<file path="config.mk">
export PLATFORM = sky130hd
export DESIGN_NAME = fft_sample_loader_flat
export DESIGN_NICKNAME = d
export VERILOG_FILES = /design/src/rtl/fft_sample_loader_pkg.sv /design/src/rtl/fft_sample_loader_if.sv /design/src/rtl/fft_sample_loader_addr_bitrev.sv /design/src/rtl/fft_sample_loader.sv /design/src/flat_wrapper.sv
export SDC_FILE = /design/constraint.sdc
export NUM_CORES = 1
export LEC_CHECK = 0
export BUFFER_PORTS_ARGS = -buffer_cell sky130_fd_sc_hd__buf_4
export CAP_MARGIN = 20
export CORE_MARGIN = 1
export CORE_UTILIZATION = 45
export CTS_BUF_LIST = sky130_fd_sc_hd__clkbuf_16
export DETAILED_ROUTE_END_ITERATION = 7
export PLACE_DENSITY = 0.77
export SYNTH_ARGS = -nofsm -noshare
export SYNTH_HDL_FRONTEND = slang
export SYNTH_SLANG_ARGS = --single-unit
</file>
<file path="constraint.sdc">
create_clock -name clk -period 1.3 [get_ports clk]
set_input_delay 0.065 -clock clk [delete_from_list [all_inputs] [get_ports clk]]
set_output_delay 0.065 -clock clk [all_outputs]
set_load 0.02 [all_outputs]
</file>
<file path="src/rtl/fft_sample_loader_pkg.sv">
// Shared constants for the FFT sample loader: default widths, FSM state encoding
// and the complex sample type handed to the butterfly engine.
package fft_sample_loader_pkg;

  localparam int FFT_DATA_W = 8;
  localparam int FFT_N_LOG2 = 5;

  localparam logic [1:0] ST_LOAD_RE = 2'd0;
  localparam logic [1:0] ST_LOAD_IM = 2'd1;
  localparam logic [1:0] ST_HOLD    = 2'd2;

  typedef struct packed {
    logic [FFT_DATA_W-1:0] re;
    logic [FFT_DATA_W-1:0] im;
  } sample_t;

endpackage

</file>
<file path="src/rtl/fft_sample_loader_if.sv">
// Byte-stream input, sample RAM write port and frame status of the FFT sample loader.
// The loader uses the slave modport; the upstream source and engine side use master.
interface fft_sample_loader_if #(
  parameter int DATA_W = 8,
  parameter int ADDR_W = 5
);

  logic [DATA_W-1:0] in_data;
  logic              in_rts;
  logic              in_rtr;
  logic              wr_en;
  logic [ADDR_W-1:0] wr_addr;
  logic [DATA_W-1:0] wr_re;
  logic [DATA_W-1:0] wr_im;
  logic              frame_ready;
  logic              frame_ack;
  logic              full;
  logic [ADDR_W-1:0] sample_idx;

  modport slave (
    input  in_data, in_rts, frame_ack,
    output in_rtr, wr_en, wr_addr, wr_re, wr_im, frame_ready, full, sample_idx
  );

  modport master (
    output in_data, in_rts, frame_ack,
    input  in_rtr, wr_en, wr_addr, wr_re, wr_im, frame_ready, full, sample_idx
  );

endinterface

</file>
<file path="src/rtl/fft_sample_loader_addr_bitrev.sv">
// Combinational W-bit address reverser; maps natural sample order to
// decimation-in-time input order.
module addr_bitrev #(
  parameter int W = 5
) (
  input  logic [W-1:0] i_addr,
  output logic [W-1:0] o_addr
);

  always_comb begin
    o_addr = '0;
    for (int b = 0; b < W; b++) begin
      o_addr[b] = i_addr[W-1-b];
    end
  end

endmodule

</file>
<file path="src/rtl/fft_sample_loader.sv">
// Pairs an rts/rtr byte stream into complex samples and writes one frame to the sample RAM.
// Build option FFT_LOADER_BITREV_EN stores the frame at bit-reversed addresses.
module fft_sample_loader
  import fft_sample_loader_pkg::*;
#(
  parameter int DATA_W = FFT_DATA_W,
  parameter int N_LOG2 = FFT_N_LOG2,
  localparam int ADDR_W = N_LOG2
) (
  input  logic                clk,
  input  logic                reset,
  fft_sample_loader_if.slave  bus
);

  localparam logic [N_LOG2:0] LAST_IDX = {1'b0, {N_LOG2{1'b1}}};

  logic [1:0]        r_state;
  logic [1:0]        w_state_nxt;
  logic [N_LOG2:0]   r_idx;
  logic              r_rtr;
  logic              r_wr_en;
  logic [DATA_W-1:0] r_re_hold;
  logic [DATA_W-1:0] r_wr_re;
  logic [DATA_W-1:0] r_wr_im;
  logic [ADDR_W-1:0] r_wr_addr;
  logic [ADDR_W-1:0] w_addr;
  logic              w_xfer;
  logic              w_wr_take;

  assign w_xfer    = bus.in_rts && r_rtr;
  assign w_wr_take = (r_state == ST_LOAD_IM) && w_xfer;

`ifdef FFT_LOADER_BITREV_EN
  addr_bitrev #(.W(N_LOG2)) u_addr_bitrev (
    .i_addr (r_idx[N_LOG2-1:0]),
    .o_addr (w_addr)
  );
`else
  assign w_addr = r_idx[N_LOG2-1:0];
`endif

  always_comb begin
    w_state_nxt = r_state;
    case (r_state)
      ST_LOAD_RE: if (w_xfer) w_state_nxt = ST_LOAD_IM;
      ST_LOAD_IM: if (w_xfer) w_state_nxt = (r_idx == LAST_IDX) ? ST_HOLD : ST_LOAD_RE;
      ST_HOLD:    if (bus.frame_ack) w_state_nxt = ST_LOAD_RE;
      default:    w_state_nxt = ST_LOAD_RE;
    endcase
  end

  // Control stage: FSM, handshake, sample counter, write strobe
  always_ff @(posedge clk) begin
    if (reset) begin
      r_state <= ST_LOAD_RE;
      r_rtr   <= 1'b0;
      r_idx   <= '0;
      r_wr_en <= 1'b0;
    end else begin
      r_state <= w_state_nxt;
      r_rtr   <= (w_state_nxt != ST_HOLD);
      r_wr_en <= w_wr_take;
      if ((r_state == ST_HOLD) && bus.frame_ack) begin
        r_idx <= '0;
      end else if (w_wr_take) begin
        r_idx <= r_idx + 1'b1;
      end
    end
  end

  // Real byte is parked until its imaginary partner arrives; a reset abandons it
  always_ff @(posedge clk) begin
    if ((r_state == ST_LOAD_RE) && w_xfer) begin
      r_re_hold <= bus.in_data;
    end
  end

  // Write stage: RAM port registers, updated only with a completed sample
  always_ff @(posedge clk) begin
    if (reset) begin
      r_wr_addr <= '0;
      r_wr_re   <= '0;
      r_wr_im   <= '0;
    end else if (w_wr_take) begin
      r_wr_addr <= w_addr;
      r_wr_re   <= r_re_hold;
      r_wr_im   <= bus.in_data;
    end
  end

  assign bus.in_rtr      = r_rtr;
  assign bus.wr_en       = r_wr_en;
  assign bus.wr_addr     = r_wr_addr;
  assign bus.wr_re       = r_wr_re;
  assign bus.wr_im       = r_wr_im;
  assign bus.frame_ready = (r_state == ST_HOLD);
  assign bus.full        = (r_state == ST_HOLD);
  assign bus.sample_idx  = r_idx[ADDR_W-1:0];

endmodule

</file>
<file path="src/flat_wrapper.sv">
// flat-port wrapper written by rule: the top's interface ports become plain ports
module fft_sample_loader_flat import fft_sample_loader_pkg::*;
#(
  parameter int DATA_W = FFT_DATA_W,
  parameter int N_LOG2 = FFT_N_LOG2,
  localparam int ADDR_W = N_LOG2
)
  (clk, reset, bus_in_data, bus_in_rts, bus_frame_ack, bus_in_rtr, bus_wr_en, bus_wr_addr, bus_wr_re, bus_wr_im, bus_frame_ready, bus_full, bus_sample_idx);
  fft_sample_loader_if #(.DATA_W(DATA_W), .ADDR_W(5)) bus_i ();
  input  logic clk;
  input  logic reset;
  input wire logic [$bits(bus_i.in_data)-1:0] bus_in_data;
  input wire logic [$bits(bus_i.in_rts)-1:0] bus_in_rts;
  input wire logic [$bits(bus_i.frame_ack)-1:0] bus_frame_ack;
  output wire logic [$bits(bus_i.in_rtr)-1:0] bus_in_rtr;
  output wire logic [$bits(bus_i.wr_en)-1:0] bus_wr_en;
  output wire logic [$bits(bus_i.wr_addr)-1:0] bus_wr_addr;
  output wire logic [$bits(bus_i.wr_re)-1:0] bus_wr_re;
  output wire logic [$bits(bus_i.wr_im)-1:0] bus_wr_im;
  output wire logic [$bits(bus_i.frame_ready)-1:0] bus_frame_ready;
  output wire logic [$bits(bus_i.full)-1:0] bus_full;
  output wire logic [$bits(bus_i.sample_idx)-1:0] bus_sample_idx;
  assign bus_i.in_data = bus_in_data;
  assign bus_i.in_rts = bus_in_rts;
  assign bus_i.frame_ack = bus_frame_ack;
  assign bus_in_rtr = bus_i.in_rtr;
  assign bus_wr_en = bus_i.wr_en;
  assign bus_wr_addr = bus_i.wr_addr;
  assign bus_wr_re = bus_i.wr_re;
  assign bus_wr_im = bus_i.wr_im;
  assign bus_frame_ready = bus_i.frame_ready;
  assign bus_full = bus_i.full;
  assign bus_sample_idx = bus_i.sample_idx;
  fft_sample_loader #(.DATA_W(DATA_W), .N_LOG2(N_LOG2)) u_core (.clk(clk), .reset(reset), .bus(bus_i));
endmodule
</file>
==> results.md <==
Outcome:
- The flow ran to the end, and the final reports show no timing, DRC or antenna violations.

Clock network:
- The H-tree depth is 2.
- At the later pin of the worst-skew pair, clock insertion delay measures 0.28 ns.
- The cell sitting at the root of the clock tree is a clkbuf_16.
- The longest clock path from root to sink contains 2 buffers.
- Counting the buffers created by CTS gives 5.
- TritonCTS built the clock tree.
- The clock drives 39 sinks.
- The clock transition at the registers of the reported paths is about 0.060 ns.

Floorplanning:
- The initialized floorplan defines 20 standard-cell rows.
- The number of top-level pins is 42.
- The vertical die dimension is 59.3 um.
- After floorplanning, the core was sized to cover 3080 sq um.
- In this run the horizontal extent of the chip is 59.3 um.
- The overall die area is 3510 sq um.
- The initial utilization of the core area, before any placement, comes to 48.0%.

Worst setup path:
- The kind of cell adding the most delay to the critical path is buffers and inverters.
- The most numerous cell type found on the critical path is buf_4.
- The worst setup path is captured at a primary output.
- Counting cells, the worst reg-to-reg path comes to 3.
- The highest net fanout along the worst path is 4.
- The worst path buffer plus inverter count is 3.
- In this run the critical register-to-register path is launched from u_core.r_state[1].
- The worst register-to-register path ends at u_core.r_idx[5].
- The worst reg-to-reg setup slack is 0.06 ns.
- The signal on the critical path passes through buf_4 -> nor2b_2 -> buf_4 -> buf_4.
- On the worst path, the slowest cell contributes a delay of 0.33 ns.
- For the worst setup path, the data required time is around 1.2 ns.
- The critical path is of the register to primary output type.
- STA classifies the critical path startpoint as a register.
- Data arrives at the worst endpoint at roughly 1.2 ns.
- The highest-delay cell along the critical path is dfxtp_2.

Final layout:
- The multi-input combinational cells in the finished layout cover a total of 552 sq um.
- The layout has 242 filler cells.
- The number of antenna diodes in the final layout is 0.
- Relative to the synthesized area, the layout overhead comes to 43.6%.
- At the end of the flow, the number of nets in the layout was 220.
- Of the cells placed in the final design, the portion with a size suffix greater than 1 is 34.6%.
- Registers take slightly below 900 sq um.

Timing:
- The number of max-slew violations in the final report was 0.
- Setup repair after global routing left no endpoint under its margin.
- Dividing the final minimum period by the clock period gives between 90% and 100%.
- Once routing completed, OpenROAD measured the worst setup slack at between 0.05 and 0.06 ns.
- The hold violation total from the final report is 0.
- Based on the critical path, the design can be clocked at up to 0.805 GHz.
- The post-layout minimum cycle time is 1.24 ns.
- The clock tree skew after final layout is 0.00473 ns.
- The headroom to the max-slew limit is 82.8%.
- Setup violations remaining at the end of the flow were counted as 0.
- The pin slew with the least headroom to its limit is 0.256 ns.
- For the final routed database, the setup TNS stands at 0 ns.

Routing:
- The uppermost metal layer occupied by signal nets is met4.
- Wires add up to 3010 um.
- In the routed design, unresolved DRC markers number 0.
- The length of the first detailed-routing pass in iterations is 4.
- In the routed layout, each cell is associated on average with a via count of 4.85.
- The met2 wire length is 1500 um.
- In this run the remaining antenna-violating nets after routing total 0.
- The wire length on met3 is roughly 160 um.
- The total via count in the routed design is between 1,000 and 1,500.
- The detailed router put a total of approximately 1300 um of wire on met1.
- The initial DRC count is 50.
- Dividing the detail-routed wire length by the instance count gives 11.9 um.

Logic synthesis:
- The mapped netlist covers 1480 sq um.
- The largest area contributor in the netlist is dfxtp_1.
- The synthesized design contains 39 register bits.
- The mean post-synth cell area is 9.40 sq um.
- The synthesized design devotes to its leading area cell type 42.0% of total area.
- After synthesis, the netlist uses 28 different library cells.
- After synthesis, flip-flops and latches occupy 58.3% of the total area.
- The number of warnings printed during yosys synthesis is 0.
- By area the synthesized netlist is led by dfxtp_1 42%, edfxtp_1 16%, nand2_1 12%.
- The synthesized netlist cell count is ~160.
- The number of nets in the synthesized netlist is 170.

Pwr:
- The reported leakage power is 0.841 nW.
- Net switching is 21.6% of the power.
- The share of total power dissipated in combinational logic is 7.1%.
- The power dissipated by switching net loads is around 0.57 mW.
- The internal power consumption is 2.06 mW.
- The power density over the cells is 1240 nW/um^2.
- The highest ir drop seen on vdd is 0.000853 V.
- The part of the power in registers is 48.7%.
- The clock power share is 44.2%.

Place:
- Timing analysis after detailed placement gives a worst setup slack of roughly 0.011 ns.
- The number of port buffers is roughly 40.
- The final RePlAce weighted congestion is 0.802.
- The detailed-placement wirelength estimate is 2120 um.

GRT:
- The pin count of the biggest net entering global routing is 27.
- The number of global-route vias before repair is 1,097.
- For this run, the total global-route usage over all layers was measured as 18.5%.
- The initial antenna violation count was 0.
- The first global-routing pass estimated 4570 um of wire.
- For this run the aggregate overflow at the end of global routing stands at 0.

Min path:
- The path type of the worst min-delay path is primary input to register.
- The worst hold path was traced through 2 stages.
- The critical hold path startpoint is reset.
- The worst hold endpoint is u_core.bus.wr_en.

Job:
- The number of max-capacitance violations reported is 0.
per-layer routing:
layer	vias up	track usage, %
li1	613	-
met1	558	19.7
met2	41	30.7
met3	9	5.02
met4	0	14.6
met5	-	0
layout make-up:
type / instances / share of cell area [%]
Tap cell: 44 / 2.60
Multi-Input combinational cell: 100 / 26.0
Inverter: 2 / 0.354
Clock inverter: 3 / 0.944
Timing Repair Buffer: 59 / 23.2
Clock buffer: 5 / 5.90
Sequential cell: 39 / 41.0
cell families (layout without fill, tap and decap cells):
family                     count (synthesis)  after routing  share of synthesized area, %
and+or+nand+nor                           62             62                          19.3
adders and majority gates                  1              1                         0.847
DFF                                       39             39                          58.3
xor gates and xnor gates                   3              3                          1.78
buffers and inverters                     18             69                          7.12
AOI/OAI and AO/OA                         34             34                          12.6
sequential cells by signal (all words and copies together) (netlist names):
register            count
u_core.r_state          2
u_core.bus.wr_addr      5
u_core.r_re_hold        8
u_core.bus.wr_re        8
u_core.bus.wr_im        8
u_core.r_idx            6
u_core.bus.in_rtr       1
u_core.bus.wr_en        1
worst max path at each step:
stage,from,to,slack [ns],depth (start not counted)
after floorplan,u_core.r_state[0],u_core.r_idx[5],0.07,4
after global placement,u_core.r_state[1],u_core.bus.in_rtr,0.07,4
after detailed placement,u_core.r_state[1],u_core.bus.in_rtr,0.01,4
after CTS,u_core.r_state[1],u_core.bus.in_rtr,0.008,4
after global routing,u_core.r_state[1],u_core.r_idx[3],0.0009,4
final,u_core.r_state[1],bus_frame_ready,0.06,4
through the flow:
stage	instance area, sq um	hold WS [ns]	total power, mW	std cells	util (%)
detailed placement	1840	0.257	1.47	235	59.7
floorplan	1480	0.164	1.39	157	-
global route	2120	0.159	2.72	252	68.9
finish	2120	0.144	2.63	252	68.9
CTS	2070	0.137	2.65	251	67.1
global placement	1840	0.256	1.47	235	59.7
power by group through the flow:
stage	combinational, mW	clock [mW]	sequential [mW]
detailed placement	0.165	0	1.31
floorplan	0.0734	0	1.32
CTS	0.185	1.19	1.28
finish	0.188	1.16	1.28
global placement	0.160	0	1.31
global route	0.205	1.23	1.28
placed cells by master (no fill, tap or decap):
cell type       n
a21o_1          1
a21oi_1        27
a21oi_2         1
and2_1          1
and4b_1         1
buf_12          2
buf_4          48
buf_6           1
clkbuf_16       5
clkinv_2        1
clkinvlp_4      2
dfxtp_1        26
dfxtp_2         4
dfxtp_4         1
dlygate4sd3_1   8
edfxtp_1        8
ha_4            1
inv_1           2
nand2_1        46
nand2b_1        1
nand3_1         1
nand3_2         1
nand3b_1        1
nand4b_4        1
nor2_1          2
nor2_2          1
nor2b_2         1
nor3_1          1
o21ai_0         3
o31ai_1         1
o41ai_4         1
or3_1           3
or4_4           1
xnor2_1         1
xor2_1          2
what timing repair did:
action,4_1_cts,5_1_grt
pin swaps,0,5
gates resized for setup,1,12
hold endpoints to repair,8,0
hold buffers,8,0
setup buffers,0,1
endpoints found under the setup margin,2,18
synthesized netlist by cell type:
master,number
and4b_1,1
nand2b_1,1
nor2b_1,1
nor3_1,1
and2_1,1
nand2_1,46
a21o_1,1
a21oi_1,28
nand4b_4,1
ha_1,1
nor2_1,3
buf_1,1
nand3_1,2
clkbuf_1,2
dfxtp_1,31
buf_4,6
inv_1,2
xnor2_1,1
o21ai_0,3
buf_6,1
buf_2,6
o31ai_1,1
xor2_1,2
edfxtp_1,8
o41ai_2,1
or4_1,1
or3_1,3
nand3b_1,1
(Power assumes the default switching activity.)
